<file path="src/rtl/fdiv_mul.sv">
// Back end of the single-precision divider: q = x * finv(y), truncating.
// x and the y special-case flags ride a delay line to meet y_inv, then a 2-stage multiply.
module fdiv_mul #(
   parameter int unsigned FINV_LAT = 3
) (
   input  logic        clk,
   input  logic        rst,
   input  logic        in_valid,
   input  logic [31:0] x,
   input  logic [31:0] y,
   input  logic [31:0] y_inv,
   output logic        out_valid,
   output logic [31:0] q,
   output logic        dbz
);

   // d[0] captures with finv's sample of y; d[DEPTH-1] is stable alongside y_inv
   localparam int unsigned DEPTH = FINV_LAT + 1;
   localparam int unsigned MW    = 24;
   localparam int unsigned PW    = 2 * MW;
   localparam int unsigned KW    = PW - 23;
   localparam int unsigned EW    = 10;

   typedef struct packed {
      logic [31:0] x;
      logic        ss;
      logic        yz;
      logic        yi;
   } dl_t;

   logic [DEPTH-1:0] dv;
   dl_t              dd [DEPTH];
   dl_t              tail;

   logic          sp_c;
   logic          spdbz_c;
   logic [31:0]   spq_c;
   logic [PW-1:0] p_c;
   logic          unused_lo;

   logic                 m1_v;
   logic                 m1_sp;
   logic                 m1_dbz;
   logic [31:0]          m1_spq;
   logic                 m1_s;
   logic [KW-1:0]        m1_p;
   logic signed [EW-1:0] m1_es;

   logic signed [EW-1:0] e_c;
   logic [22:0]          m_c;
   logic [31:0]          res_c;

   // Valid bits are the only delay-line state that needs reset
   always_ff @(posedge clk) begin
      if (rst) begin
         dv <= '0;
      end else begin
         dv <= {dv[DEPTH-2:0], in_valid};
      end
   end

   always_ff @(posedge clk) begin
      dd[0] <= '{x:  x,
                 ss: x[31] ^ y[31],
                 yz: (y[30:23] == 8'h00),
                 yi: (y[30:23] == 8'hFF)};
      for (int i = 1; i < int'(DEPTH); i++) begin
         dd[i] <= dd[i-1];
      end
   end

   assign tail = dd[DEPTH-1];

   // Special-case selection in priority order; denormal y already folded into yz
   always_comb begin
      sp_c    = 1'b0;
      spdbz_c = 1'b0;
      spq_c   = '0;
      if (tail.yz) begin
         sp_c    = 1'b1;
         spdbz_c = 1'b1;
         spq_c   = {tail.ss, 8'hFF, 23'h0};
      end else if (tail.yi) begin
         sp_c  = 1'b1;
         spq_c = {tail.ss, 31'h0};
      end else if (tail.x[30:23] == 8'hFF) begin
         sp_c  = 1'b1;
         spq_c = {tail.ss, 8'hFF, 23'h0};
      end else if (tail.x[30:23] == 8'h00) begin
         sp_c  = 1'b1;
         spq_c = {tail.ss, 31'h0};
      end
   end

   assign p_c = PW'({1'b1, tail.x[22:0]}) * PW'({1'b1, y_inv[22:0]});

   // Mantissa bits below the truncation point and y's fraction never matter
   assign unused_lo = ^{y[22:0], p_c[22:0]};

   always_ff @(posedge clk) begin
      if (rst) begin
         m1_v <= 1'b0;
      end else begin
         m1_v <= dv[DEPTH-1];
      end
   end

   always_ff @(posedge clk) begin
      m1_sp  <= sp_c;
      m1_dbz <= spdbz_c;
      m1_spq <= spq_c;
      m1_s   <= tail.x[31] ^ y_inv[31];
      m1_p   <= p_c[PW-1:23];
      m1_es  <= EW'(tail.x[30:23]) + EW'(y_inv[30:23]);
   end

   // Normalise the product and clamp the exponent; no denormal outputs
   always_comb begin
      e_c   = '0;
      m_c   = '0;
      res_c = '0;
      if (m1_p[KW-1]) begin
         e_c = m1_es - 10'sd126;
         m_c = m1_p[KW-2:1];
      end else begin
         e_c = m1_es - 10'sd127;
         m_c = m1_p[KW-3:0];
      end
      if (m1_sp) begin
         res_c = m1_spq;
      end else if (e_c <= 10'sd0) begin
         res_c = {m1_s, 31'h0};
      end else if (e_c >= 10'sd255) begin
         res_c = {m1_s, 8'hFF, 23'h0};
      end else begin
         res_c = {m1_s, e_c[7:0], m_c};
      end
   end

   // q/dbz hold between valid results
   always_ff @(posedge clk) begin
      if (rst) begin
         out_valid <= 1'b0;
         q         <= 32'h0;
         dbz       <= 1'b0;
      end else begin
         out_valid <= m1_v;
         if (m1_v) begin
            q   <= res_c;
            dbz <= m1_dbz;
         end
      end
   end

endmodule

</file>
<file path="config.mk">
export PLATFORM = sky130hd
export DESIGN_NAME = fdiv_mul
export DESIGN_NICKNAME = d
export VERILOG_FILES = /design/src/rtl/fdiv_mul.sv
export SDC_FILE = /design/constraint.sdc
export NUM_CORES = 2
export LEC_CHECK = 0
export CAP_MARGIN = 20
export CORE_MARGIN = 3
export CORE_UTILIZATION = 45
export DETAILED_ROUTE_END_ITERATION = 10
export GPL_TIMING_DRIVEN = 0
export HOLD_SLACK_MARGIN = 0.15
export PLACE_DENSITY = 0.75
export SYNTH_ARGS = -nofsm -noshare
export SYNTH_HDL_FRONTEND = slang
export SYNTH_SLANG_ARGS = --single-unit
</file>
<file path="constraint.sdc">
create_clock -name clk -period 15.9 [get_ports clk]
set_input_delay 3.975 -clock clk [delete_from_list [all_inputs] [get_ports clk]]
set_output_delay 3.975 -clock clk [all_outputs]
set_load 0.02 [all_outputs]
</file>
### Yosys cells after proc, flatten, opt, wreduce, memory -nomap -nowiden

Memory sizes are Yosys's and may differ from the RTL's.
Index checks and enable logic that the tools add are counted.

| storage, ports and cells | value |
|---|---|
| register bits | 108 |
| bits in latches | 0 |
| bits in writable memories | 140 |
| ROM bits | 0 |
| memories kept | 1 |

| cells by class | value |
|---|---|
| $add $sub $neg | 3 |
| $mul | 1 |
| div/mod/pow operators | 0 |
| magnitude comparators | 2 |
| equality and inequality tests | 2 |
| shifts and indexed selects | 0 |
| multiplexer cells | 11 |
| bitwise logic cells | 2 |
| reductions and logical operators | 3 |

Memory list:

| memory | depth | bits a word | read ports | clocked after Yosys merged registers in | write ports | line | RTL |
|---|---|---|---|---|---|---|---|
| dd | 4 | 35 | 4 | 0 | 4 | 32 | `dl_t dd [DEPTH];` |

Operators with widths:

| operator | count |
|---|---|
| two-way mux 32 bit | 5 |
| two-way mux 31 bit | 2 |
| multiplier 24 x 24 -> 48 bit | 1 |
| two-way mux 23 bit | 1 |
| subtractor 9 x 7 -> 10 bit, second input constant | 2 |
| equality test 8 bit, second input constant | 2 |
| zero test 8 bit | 2 |
| >= comparator 10 x 9 -> 1 bit, second input constant | 1 |
| less-or-equal comparator 10 x 1 -> 1 bit, second input constant | 1 |
| two-way mux 10 bit | 1 |
| adder 8 x 8 -> 9 bit | 1 |
| OR reduction 3 bit | 1 |
| two-way mux 1 bit | 2 |
| bitwise XOR 1 bit | 2 |

### Depth between registers and ports, before layout

| depth | value |
|---|---|
| word-level depth | 6 |
| depth in mapped cells | 26 |
| gate-level depth less buffers | 25 |

### Worst setup path before layout

OpenSTA, ideal clock, no wires.

| path | value |
|---|---|
| path type | in2reg |
| start point | input y_inv[12] |
| end point | register m1_p[16] |
| arrival time | 10.048 ns |
| setup slack | 5.714 ns |
| cell stages on the path | 24 |
| path buffers | 2 |
| cell sequence | clkbuf_1 -> clkbuf_1 -> nand2_1 -> fa_1 -> inv_1 -> fa_1 -> inv_1 -> fa_1 -> fa_1 -> inv_1 -> fa_1 -> fa_1 -> inv_1 -> fa_1 -> inv_1 -> ha_1 -> a21o_1 -> a21o_1 -> a21o_1 -> a211oi_1 -> a21oi_1 -> nor2_1 -> o311ai_0 -> xor2_1 |

| between the ends | value |
|---|---|
| word-level cells in the longest chain between the ends | 1 |

Ends and longest elaborated chain:

| element | line | RTL |
|---|---|---|
| start: declaration | 11 | `input logic [31:0] y_inv,` |
| multiplier 24 x 24 -> 48 bit | 95 | `assign p_c = PW'({1'b1, tail.x[22:0]}) * PW'({1'b1, y_inv[22:0]});` |
| net p_c[39] | 38 | `logic [PW-1:0] p_c;` |
| end signal: assignment | 113 | `m1_p <= p_c[PW-1:23];` |
| end: declaration | 46 | `logic [KW-1:0] m1_p;` |

The timed path passes the listed nets, and every way through them passes these cells.
A chain may end at the register's enable or synchronous reset.

### Worst setup path after layout

| path | value |
|---|---|
| start point | input y_inv[11] |
| end point | register m1_p[24] |

Same word-level chain as after synthesis.

==> metrics <==
CP max-delay cell a41oi_1; I/O Pins roughly 130; DRC errors left 0; clock buffer depth 3; final setup TNS 0 ns; drt first pass iters 5; top-area cell type share of the netlist area 40.2%; Num CTS Buffers 22; global-route usage over all layers 25.3%; CP Class primary input to register; largest net degree at the start of global routing 17; Mapped Area 24000 um2; layout cell share with drive strength beyond 1 1.95%; largest cells by area after synthesis fa_1 40%, dfxtp_1 18%, ha_1 9.3%; drt wl/cell 21.2 um; Avg Cell Area, Syn 9.72 um2; initial antenna violation count 6; Hold Violations, Final 0; YS warnings 0; critical path data arrival time 13.48 ns; top-count cell post-synth inv_1; Final Max Slew Viols 0; Worst path max stage delay 0.85 ns; GR Overflow Total 0; asr flop ratio synth 0%; CTS sink cnt 218; postcts setup bufs 0; first-pass GRT wire length 107000 um; CTS tree built; Slew @ Worst Pin 1.01 ns; Worst Reg-to-Reg Cells 24; Synth area leader fa_1; routability cong. 1.01; fin crit period ~13 ns; Req. time, crit path 16.31 ns; IO Port Bufs 108; Hold Crit Class register to register; # setup viols final 0; CTS resizes 0; clock latency on the worst-skew pair 0.53 ns; max frequency 0.0765 GHz; startpoint types primary input; Syn-to-layout area delta 11.5%; Iteration-0 DRC Markers 1246; top_reg_cell synth dfxtp_1; unrepaired setup endpoints after global routing false; Final #Nets 3359; hold path depth 0; CP cell instances clkdlybuf4s50_1, clkbuf_1, nand2_1, fa_1, fa_1, inv_1, fa_1, fa_1, fa_1, fa_1, inv_1, fa_1, inv_1, ha_1, o21ai_0, o21ai_0, a32oi_1, a41oi_1, o21ai_0, a211o_1, a211oi_1, or3_1, nand3_1; Fillers approximately 4800; Yosys reg bits 218; syn nets 3227; Die ar. 56100 um2; crit-path most repeated cell fa_1; clk root buf clkbuf_16; Final HPWL DP 57600 um; Critical Path Fanout Max 10; total number of vias 17200; fin crit share 82.2%; clk slew on worst S/H paths 0.06 ns; Unique masters post-synth 60; max-cap violations 0; number of synthesized flops with an enable pin 0; Seq/Total Area, Yosys 18.2%; Rows between 80 and 90; hold_buf cts 0; die height approximately 240 um; cell count after synthesis 2467; total wire length ~70000 um; total inserted antenna cells 0; detail-routed via count per cell 5.22; die width 237 um; final antenna-violating net count 0; status completed; worst hold slack roughly 0.32 ns; vias in the first global route ~18000; H-tree levels 1; total core area 52000 um2; top post-synthesis cells by count 586 x inv_1, 482 x fa_1, 279 x and2_1, 271 x nand2_1, 218 x dfxtp_1; effective utilization at floorplan 46.1%; crit end category register; clk_skew 0.00812 ns; worst relative slew slack roughly a third
## worst max-delay path: cells and delay by family
family,cells,cell delay [ns]
buf+inv,5,1.68
fa+ha+maj,8,3.98
compound gates,7,3.36
simple gates,3,0.45
## layer usage
metal  vias to the layer above  routed length (um)  track usage (%)
met3                       197                5520             4.16
li1                       7537                   -                -
met5                         -                   0                0
met1                      8741               27900             33.4
met4                         0                3600             10.8
met2                       706               32800             41.2
## state kept, by name, summed over array words and instances (netlist names)
register	flops
dd	140
q	32
m1_p	25
m1_es	9
dv	4
m1_spq	2
dbz	1
m1_dbz	1
m1_s	1
m1_sp	1
m1_v	1
out_valid	1
## per-stage QoR
stage / cells / instance area (um2) / util [%] / setup WS [ns]
2_1_floorplan: 2467 / 24000 / - / 5.71
3_3_place_gp: 3255 / 25900 / 49.8 / 2.60
3_5_place_dp: 3255 / 25900 / 49.8 / 2.54
4_1_cts: 3294 / 26700 / 51.4 / 3.05
5_1_grt: 3294 / 26700 / 51.4 / 2.72
6_report: 3294 / 26700 / 51.4 / 2.83
## kinds of logic (layout without fill, tap and decap cells)
group                    after synthesis  after routing  synth area share [%]
XOR/XNOR                              40             40                  1.46
AO/OA/AOI/OAI                        153            153                  4.35
AND/OR/NAND/NOR                      674            674                  14.2
adder cells (fa/ha/maj)              661            661                  49.6
flip-flops                           218            218                  18.2
buffers and inverters                693            840                  11.0
multiplexers                          28             28                  1.22
## placed cells by master, fill, tap and decap left out, drive strengths merged, types with 2 or more instances in the layout
cell type      netlist  final
nand4                9      9
a211o                3      3
bufinv               0      5
and2               279    279
o41ai                2      2
nor2b               12     12
nand2              271    271
buf                  8      8
dfxtp              218    218
clkinvlp             0      2
nand2b               3      3
and3                 4      4
o211ai               4      4
o2bb2ai             23     23
nor4                 3      3
or4                  4      4
xor2                17     17
nor3b                2      2
ha                 179    179
clkbuf              96    121
clkdlybuf4s50        0    108
or3                  5      5
a41oi                3      3
mux2i               28     28
o21ai               31     31
nand3                8      8
a211oi              14     14
or2                  2      2
nor3                10     10
clkinv               3      8
inv                586    588
o21bai               5      5
fa                 482    482
a21oi               33     33
xnor2               23     23
a21o                19     19
o31ai                3      3
nor2                56     56
## area by class of cell
class                           count  area [um2]  area share (%)
Sequential cell                   218        4360            16.3
Buffer                            104         423            1.58
Inverter                          589        2210            8.27
Tap cell                          680         851            3.18
Timing Repair Buffer              108        1080            4.04
Clock inverter                     14         250           0.936
Clock buffer                       25         572            2.14
Multi-Input combinational cell   1556       17000            63.5
## path summary, 6_finish.rpt
check / startpoint / to / slack [ns]
worst max-delay path: y_inv[11] / m1_p[24] / 2.83
worst min-delay path: dd[1][25] / dd[2][25] / 0.32
worst max register to register: dd[3][22] / m1_p[24] / 6.40
worst min register to register: dd[1][25] / dd[2][25] / 0.32
Power is not shown: default switching activity piles up to over one toggle a cycle in this logic, so the estimate is an artifact.
